`src/rtl/pose_uart_tx.sv`:
```
// Per-frame pose reporter: snapshots the analyser outputs at each frame boundary and
// transmits them as a 10-byte XOR-checksummed packet on an 8N1 UART line.
module pose_uart_tx #(
    parameter int unsigned BAUD_DIV = 217
) (
    input  logic        clk,
    input  logic        rst_n,
    input  logic        new_frm,
    input  logic [11:0] centre_pos_x,
    input  logic [11:0] centre_pos_y,
    input  logic [9:0]  angle_x,
    input  logic [9:0]  angle_y,
    input  logic        chieu_xoay,
    output logic        tx,
    output logic        busy,
    output logic        frm_dropped
);

    localparam int unsigned CW = (BAUD_DIV > 1) ? $clog2(BAUD_DIV) : 1;
    localparam logic [CW-1:0] BAUD_LAST = CW'(BAUD_DIV - 1);

    typedef enum logic [1:0] {
        S_IDLE,
        S_START,
        S_DATA,
        S_STOP
    } state_t;

    state_t        state;
    logic          f1;
    logic          f2;
    logic          frm_edge;
    logic [CW-1:0] baud_cnt;
    logic          baud_tick;
    logic [2:0]    bit_idx;
    logic [2:0]    next_bit;
    logic [3:0]    byte_idx;

    logic [11:0]   snap_cx;
    logic [11:0]   snap_cy;
    logic [9:0]    snap_ax;
    logic [9:0]    snap_ay;
    logic          snap_cw;

    logic [7:0]    b1, b2, b3, b4, b5, b6, b7, b8, b9;
    logic [7:0]    pkt_byte;

    // Same detector as the analyser, so the inputs still hold the finished frame here.
    assign frm_edge  = f1 & ~f2;
    assign baud_tick = (baud_cnt == BAUD_LAST);
    assign next_bit  = bit_idx + 3'd1;

    assign b1 = {4'h0, snap_cx[11:8]};
    assign b2 = snap_cx[7:0];
    assign b3 = {4'h0, snap_cy[11:8]};
    assign b4 = snap_cy[7:0];
    assign b5 = {snap_cw, 5'b0, snap_ax[9:8]};
    assign b6 = snap_ax[7:0];
    assign b7 = {6'b0, snap_ay[9:8]};
    assign b8 = snap_ay[7:0];
    assign b9 = b1 ^ b2 ^ b3 ^ b4 ^ b5 ^ b6 ^ b7 ^ b8;

    always_comb begin
        pkt_byte = 8'hAA;
        case (byte_idx)
            4'd0:    pkt_byte = 8'hAA;
            4'd1:    pkt_byte = b1;
            4'd2:    pkt_byte = b2;
            4'd3:    pkt_byte = b3;
            4'd4:    pkt_byte = b4;
            4'd5:    pkt_byte = b5;
            4'd6:    pkt_byte = b6;
            4'd7:    pkt_byte = b7;
            4'd8:    pkt_byte = b8;
            4'd9:    pkt_byte = b9;
            default: pkt_byte = 8'hAA;
        endcase
    end

    always_ff @(posedge clk or negedge rst_n) begin
        if (!rst_n) begin
            f1          <= 1'b0;
            f2          <= 1'b0;
            state       <= S_IDLE;
            tx          <= 1'b1;
            busy        <= 1'b0;
            frm_dropped <= 1'b0;
            baud_cnt    <= '0;
            bit_idx     <= '0;
            byte_idx    <= '0;
            snap_cx     <= '0;
            snap_cy     <= '0;
            snap_ax     <= '0;
            snap_ay     <= '0;
            snap_cw     <= 1'b0;
        end else begin
            f1          <= new_frm;
            f2          <= f1;
            frm_dropped <= frm_edge && (state != S_IDLE);

            if (state == S_IDLE || baud_tick) begin
                baud_cnt <= '0;
            end else begin
                baud_cnt <= baud_cnt + CW'(1);
            end

            case (state)
                S_IDLE: begin
                    bit_idx  <= '0;
                    byte_idx <= '0;
                    if (frm_edge) begin
                        snap_cx <= centre_pos_x;
                        snap_cy <= centre_pos_y;
                        snap_ax <= angle_x;
                        snap_ay <= angle_y;
                        snap_cw <= chieu_xoay;
                        state   <= S_START;
                        busy    <= 1'b1;
                        tx      <= 1'b0;
                    end
                end
                S_START: begin
                    if (baud_tick) begin
                        state   <= S_DATA;
                        bit_idx <= '0;
                        tx      <= pkt_byte[0];
                    end
                end
                S_DATA: begin
                    if (baud_tick) begin
                        if (bit_idx == 3'd7) begin
                            state <= S_STOP;
                            tx    <= 1'b1;
                        end else begin
                            bit_idx <= next_bit;
                            tx      <= pkt_byte[next_bit];
                        end
                    end
                end
                S_STOP: begin
                    // The final stop bit is still part of the packet; busy drops only after it.
                    if (baud_tick) begin
                        if (byte_idx < 4'd9) begin
                            byte_idx <= byte_idx + 4'd1;
                            state    <= S_START;
                            tx       <= 1'b0;
                        end else begin
                            state <= S_IDLE;
                            busy  <= 1'b0;
                            tx    <= 1'b1;
                        end
                    end
                end
                default: begin
                    state <= S_IDLE;
                    busy  <= 1'b0;
                    tx    <= 1'b1;
                end
            endcase
        end
    end

endmodule

```
`config.mk`:
```
export PLATFORM = sky130hd
export DESIGN_NAME = pose_uart_tx
export DESIGN_NICKNAME = d
export VERILOG_FILES = /design/src/rtl/pose_uart_tx.sv
export SDC_FILE = /design/constraint.sdc
export NUM_CORES = 1
export LEC_CHECK = 0
export ABC_CLOCK_PERIOD_IN_PS = 3100
export CAP_MARGIN = 20
export CORE_UTILIZATION = 55
export CTS_CLUSTER_SIZE = 16
export DETAILED_ROUTE_END_ITERATION = 8
export GPL_TIMING_DRIVEN = 1
export PLACE_DENSITY = 0.8
export SETUP_SLACK_MARGIN = 0.02
export SLEW_MARGIN = 0
export SYNTH_ARGS = -nofsm -noshare
export SYNTH_HDL_FRONTEND = slang
export SYNTH_SLANG_ARGS = --single-unit
```
`constraint.sdc`:
```
create_clock -name clk -period 3.1 [get_ports clk]
set_clock_uncertainty 0.15 [all_clocks]
set_input_delay 0.62 -clock clk [delete_from_list [all_inputs] [get_ports clk]]
set_output_delay 0.62 -clock clk [all_outputs]
set_load 0.02 [all_outputs]
```
# Word-level counts from Yosys, hierarchy flattened

Cells that the tools add are included.

Register bits after elaboration: 67
Input port bits: 48
Output and inout bits: 3

Add/subtract/negate cells: 3
$lt $le $gt $ge: 2
Equal/unequal tests: 22
Multiplexer cells: 29
Bitwise operators: 9
Reduce and logical (&&, ||, !) cells: 12

Operators by type and width:

| kind                  | count |
|---|---|
| $pmux W8 S9           | 1 |
| $xor A8 B8 Y8         | 4 |
| $eq A4 B3 Y1 const B  | 4 |
| $ne A2 B2 Y1 const B  | 8 |
| $reduce_and A4 Y1     | 3 |
| $mux W1               | 11 |
| $mux W2               | 5 |
| $mux W3               | 3 |
| $pmux W3 S3           | 1 |
| $add A8 B1 Y8 const B | 1 |
| $eq A4 B2 Y1 const B  | 2 |
| $eq A4 B4 Y1 const B  | 2 |
| $eq A8 B8 Y1 const B  | 1 |
| $mux W4               | 2 |
| $mux W8               | 1 |
| $pmux W2 S4           | 1 |
| $pmux W4 S2           | 1 |
| $xor A4 B8 Y8         | 1 |
| $xor A8 B2 Y8         | 1 |
| $xor A8 B4 Y8         | 1 |
| $reduce_and A5 Y1     | 1 |
| $add A4 B1 Y4 const B | 1 |
| $eq A2 B2 Y1 const B  | 2 |
| $eq A4 B1 Y1 const B  | 1 |
| 17 further kinds      | 18 |

# Depth between registers and ports, before layout

Depth after elaboration: 13
Depth in mapped cells: 9
Gate-level depth less buffers: 8

# Worst setup path after synthesis

OpenSTA, ideal clock, no wires.

Path type: reg-to-reg
From: register byte_idx[0]
To: register tx
Setup time: 0.068 ns
Arrival time: 1.944 ns
Required time: 2.882 ns
Slack: 0.938 ns
Cell stages (with the launch flop): 10
Path buffers: 1
Clock period less this slack: 2.162 ns
Cell sequence: dfrtp_1 inv_1 ha_1 clkbuf_1 a22oi_1 a311oi_1 a211oi_1 a311o_1 a31oi_1 a2bb2oi_2

Longest elaborated chain between the ends: 7
Elaborated cells between the ends (all ways): 19
Classes of those cells: order compare (1); eq/ne (9); mux (9)

Ends and longest elaborated chain:

| item                                       | line | RTL |
|---|---|---|
| from (decl)                                | 37   | `logic [3:0] byte_idx;` |
| from (signal assigned)                     | 144  | `byte_idx <= byte_idx + 4'd1;` |
| $eq A4 B4 Y1, or another cell as far along | 65   | `case (byte_idx)` |
| $pmux W8 S9                                | 65   |  |
| $bmux W1 S3                                | 136  | `tx <= pkt_byte[next_bit];` |
| $mux W1 (implied by the code)              | 136  |  |
| $mux W1                                    | 131  | `if (bit_idx == 3'd7) begin` |
| $mux W1                                    | 130  | `if (baud_tick) begin` |
| $pmux W1 S4 *                              | 107  | `case (state)` |
| to (signal assigned)                       | 126  | `tx <= pkt_byte[0];` |
| to (signal assigned)                       | 136  |  |
| to (decl)                                  | 14   | `output logic tx,` |

Every way passes the cells marked *; elsewhere a longest branch is shown, timed or not. The select of a mux whose other input is x is not followed.
A chain may end at the register's enable or synchronous reset.

# Worst setup path after layout

Ends and elaborated chain as after synthesis.

==> results.yml <==
logic_synthesis:
  yosys.cell_count.top_type: "dfrtp_1"
  syn-num-nets: 394
  ys_top_cells_by_count: "dfrtp_1 (66), mux2_2 (34), xnor2_1 (30)"
  flops_latches_synth: 67
  yosysWarningCount: 0
  syn_avg_cell_area_um2: 11.25
  post-synth-top-area-cell: "dfrtp_1"
  share_of_synthesized_area_occupied_by_flip_flops_and_latches_pct: 44.77
  postSynth.asyncResetShare_pct: 100.0
  yosys.cell_types.count: 50
  synth.top_cells.by_area: "dfrtp_1 (44%), mux2_2 (10%), xnor2_1 (7.0%), mux2_1 (4.5%), ha_1 (4.3%)"
  ys_dominant_reg_cell: "dfrtp_1"
  synth-edff-count: 0
  post_synth_instance_area_mm2: 0.003747
  syn_inst: 333
  yosysTopAreaCellShare_pct: 44.07
detailed_routing:
  via_count: 2747
  routedWlPerCell_um: 17.24
  avg_vias_per_cell: 5.920
  sum_of_routed_wire_length_over_all_layers_um: 7999
  detail-route-antenna-nets: 0
  post-route-drc-count: 6
  first_iter_violations: 124
  drt_first_pass_iters: 7
cts:
  cts-root-to-sink-buffers: 2
  clkTransAtPathRegs_ps: 80
  clk_latency_ps: 350
  clock-root-buffer: "clkbuf_8"
  cts.repair_timing.setup_buffer_count: 0
  cts_resized: 0
  numCtsBuffers: 9
  hold_buffers: 0
  clock_tree_from_tritoncts: "built"
  clock_tree.htree_level_count: 3
  clock_tree_sinks: 67
critical_path:
  critPathRequiredTime_ps: 3240
  worst_setup_path_start_kind: "register"
  criticalPathCategory: "reg -> reg"
  path_max_fanout: 11
  setup.worst_path.end_class: "register"
  crit_path_dat_ps: 2800
cells_and_area:
  instances_no_fill: 464
  design.final.nets: 443
  syn2layout_area_growth_pct: 20.70
  finish.utilization_pct: 70.03
  seqCellArea_mm2: 0.001678
  num_antenna_cells: 0
  multi_input_logic_area_mm2: 0.001958
  n_fill_cell: 498
  drive_above_1_share_pct: 15.76
sta:
  fin_setup_tns_ps: 0
  slew-limit-headroom_pct: 30.53
  rsz0062_at_grt: "false"
  setup-violations-final: 0
  finalWorstPathRequiredPeriod_ps: 2651
  worst_pin_slew_ps: 1042
  drv_slew: 0
  hold_viol_final: 0
  fin_crit_sh_pct: 85.52
  max_clock_freq_mhz: 377.2
run:
  maxCapViolCount: 0
global_route:
  initial_antenna_violation_count: 0
  total_gr_overflow: 0
  via_count_of_the_first_global_routing_pass: 2921
  grt_start_max_net_pins: 46
  grt.total_usage_pct: 25.26
  grt_pass1_wl_um: 14070
floorplanning:
  die_height_um: 84.55
  boundaryPins: 51
  fp.dieW_um: 84.55
  floorplan.initialDensity_pct: 58.02
  core_mm2: 0.006459
  number_of_core_rows: 29
  fp.dieArea_mm2: 0.007148
power_and_ir_drop:
  power.leakage_uw: 0.001885
  worst_ir_drop_vdd_mv: 0.5130
  netSwitchingFraction_pct: 36.17
  share_comb_of_total_power_pct: 40.5
  power.net_switching_uw: 1440
  cellPowerDensity_mw_per_mm2: 880.1
  power_frac_seq_pct: 40.0
  clockPowerShare_pct: 19.5
  internal_portion_of_total_power_uw: 2541
place:
  placedCellCount: 448
  io_buffer_count: 50
  place.gp.congestion: 0.8766
  detailedPlacementHpwl_um: 5804
outcome:
  run_status: "finished, violations left"
  violations: "DRC"
min_path:
  min-delay-path-class: "in -> async"
area by class of cell:
type	instances	area share (%)
Multi-Input combinational cell	239	43.29
Clock buffer	11	3.347
Sequential cell	67	37.10
Timing Repair Buffer	54	11.89
Clock inverter	5	1.328
Inverter	11	0.9129
Tap cell	77	2.130
stage by stage:
| stage | total power, uW | instance area [um2] | hold slack, ps | worst slack [ps] |
|---|---|---|---|---|
| 2_1_floorplan | 2802 | 3747 | 174.4 | 937.8 |
| 6_report | 3981 | 4523 | 120.6 | 448.9 |
| 3_3_place_gp | 3130 | 4312 | 215.6 | 481.4 |
| 3_5_place_dp | 3210 | 4312 | 217.9 | 479.8 |
| 5_1_grt | 4211 | 4523 | 152.2 | 268.2 |
| 4_1_cts | 3999 | 4523 | 120.3 | 463.1 |
flip-flops by register name, indices dropped and copies added (netlist names), 2 cells and up:
register and flops:
byte_idx 4, state 2, snap_ax 10, snap_cx 12, bit_idx 3, snap_ay 10
snap_cy 12, baud_cnt 8
power groups by stage:
stage | clock network [uW] | logic (uW) | registers (uW)
floorplan | 0 | 1300 | 1510
CTS | 791 | 1620 | 1590
detailed placement | 0 | 1600 | 1610
global route | 814 | 1750 | 1640
finish | 775 | 1610 | 1590
global placement | 0 | 1540 | 1590
kinds of logic (layout without fill, tap and decap cells):
logic type / Yosys count / count (layout) / share of synthesized area (%)
xor gates and xnor gates: 44 / 44 / 10.28
and+or+nand+nor: 68 / 68 / 9.817
adders and majority gates: 13 / 13 / 4.341
DFF: 67 / 67 / 44.77
AOI/OAI and AO/OA: 64 / 64 / 12.82
buffers and inverters: 27 / 81 / 2.972
muxes: 50 / 50 / 14.99
final timing paths:
check	start	to	slack, ps	depth (start not counted)
max in group asynchronous	rst_n	f2	2100	2
max reg2reg	byte_idx[0]	tx	450	8
max	byte_idx[0]	tx	450	8
min	rst_n	snap_ax[4]	120	1
min in group clk	f1	f2	230	0
min reg2reg	f1	f2	230	0
critical path, stage by stage, from the launching register on:
cell and delay (ps):
dfrtp_1 440, inv_1 170, ha_1 430, nor2b_1 480, a21o_1 170, a221oi_1 50, a311o_1 340, a31oi_1 210
a2bb2oi_2 150
per-layer routing:
layer / vias to the layer above / wire length (um) / global-route usage [%] / part of all wire [%]
li1: 1295 / - / - / -
met1: 1364 / 3526 / 32.69 / 44
met2: 73 / 3947 / 41.09 / 49
met3: 15 / 373 / 5.900 / 4.7
met4: 0 / 150 / 10.32 / 1.9
met5: - / 0 / 0 / 0
cell usage in the layout, fill, tap and decap left out, types with 5 or more instances in the layout:
cell,count
mux2_2,34
mux2_1,15
nand3_1,10
nor2_1,17
clkbuf_8,11
a22o_1,10
and2_1,5
inv_1,11
xor2_1,14
nand2_1,10
clkdlybuf4s50_1,49
o21ai_0,8
dfrtp_1,66
a21oi_1,10
a32oi_1,6
and3_1,5
xnor2_1,30
ha_1,13
No activity file was read; power rests on OpenSTA's default activity.
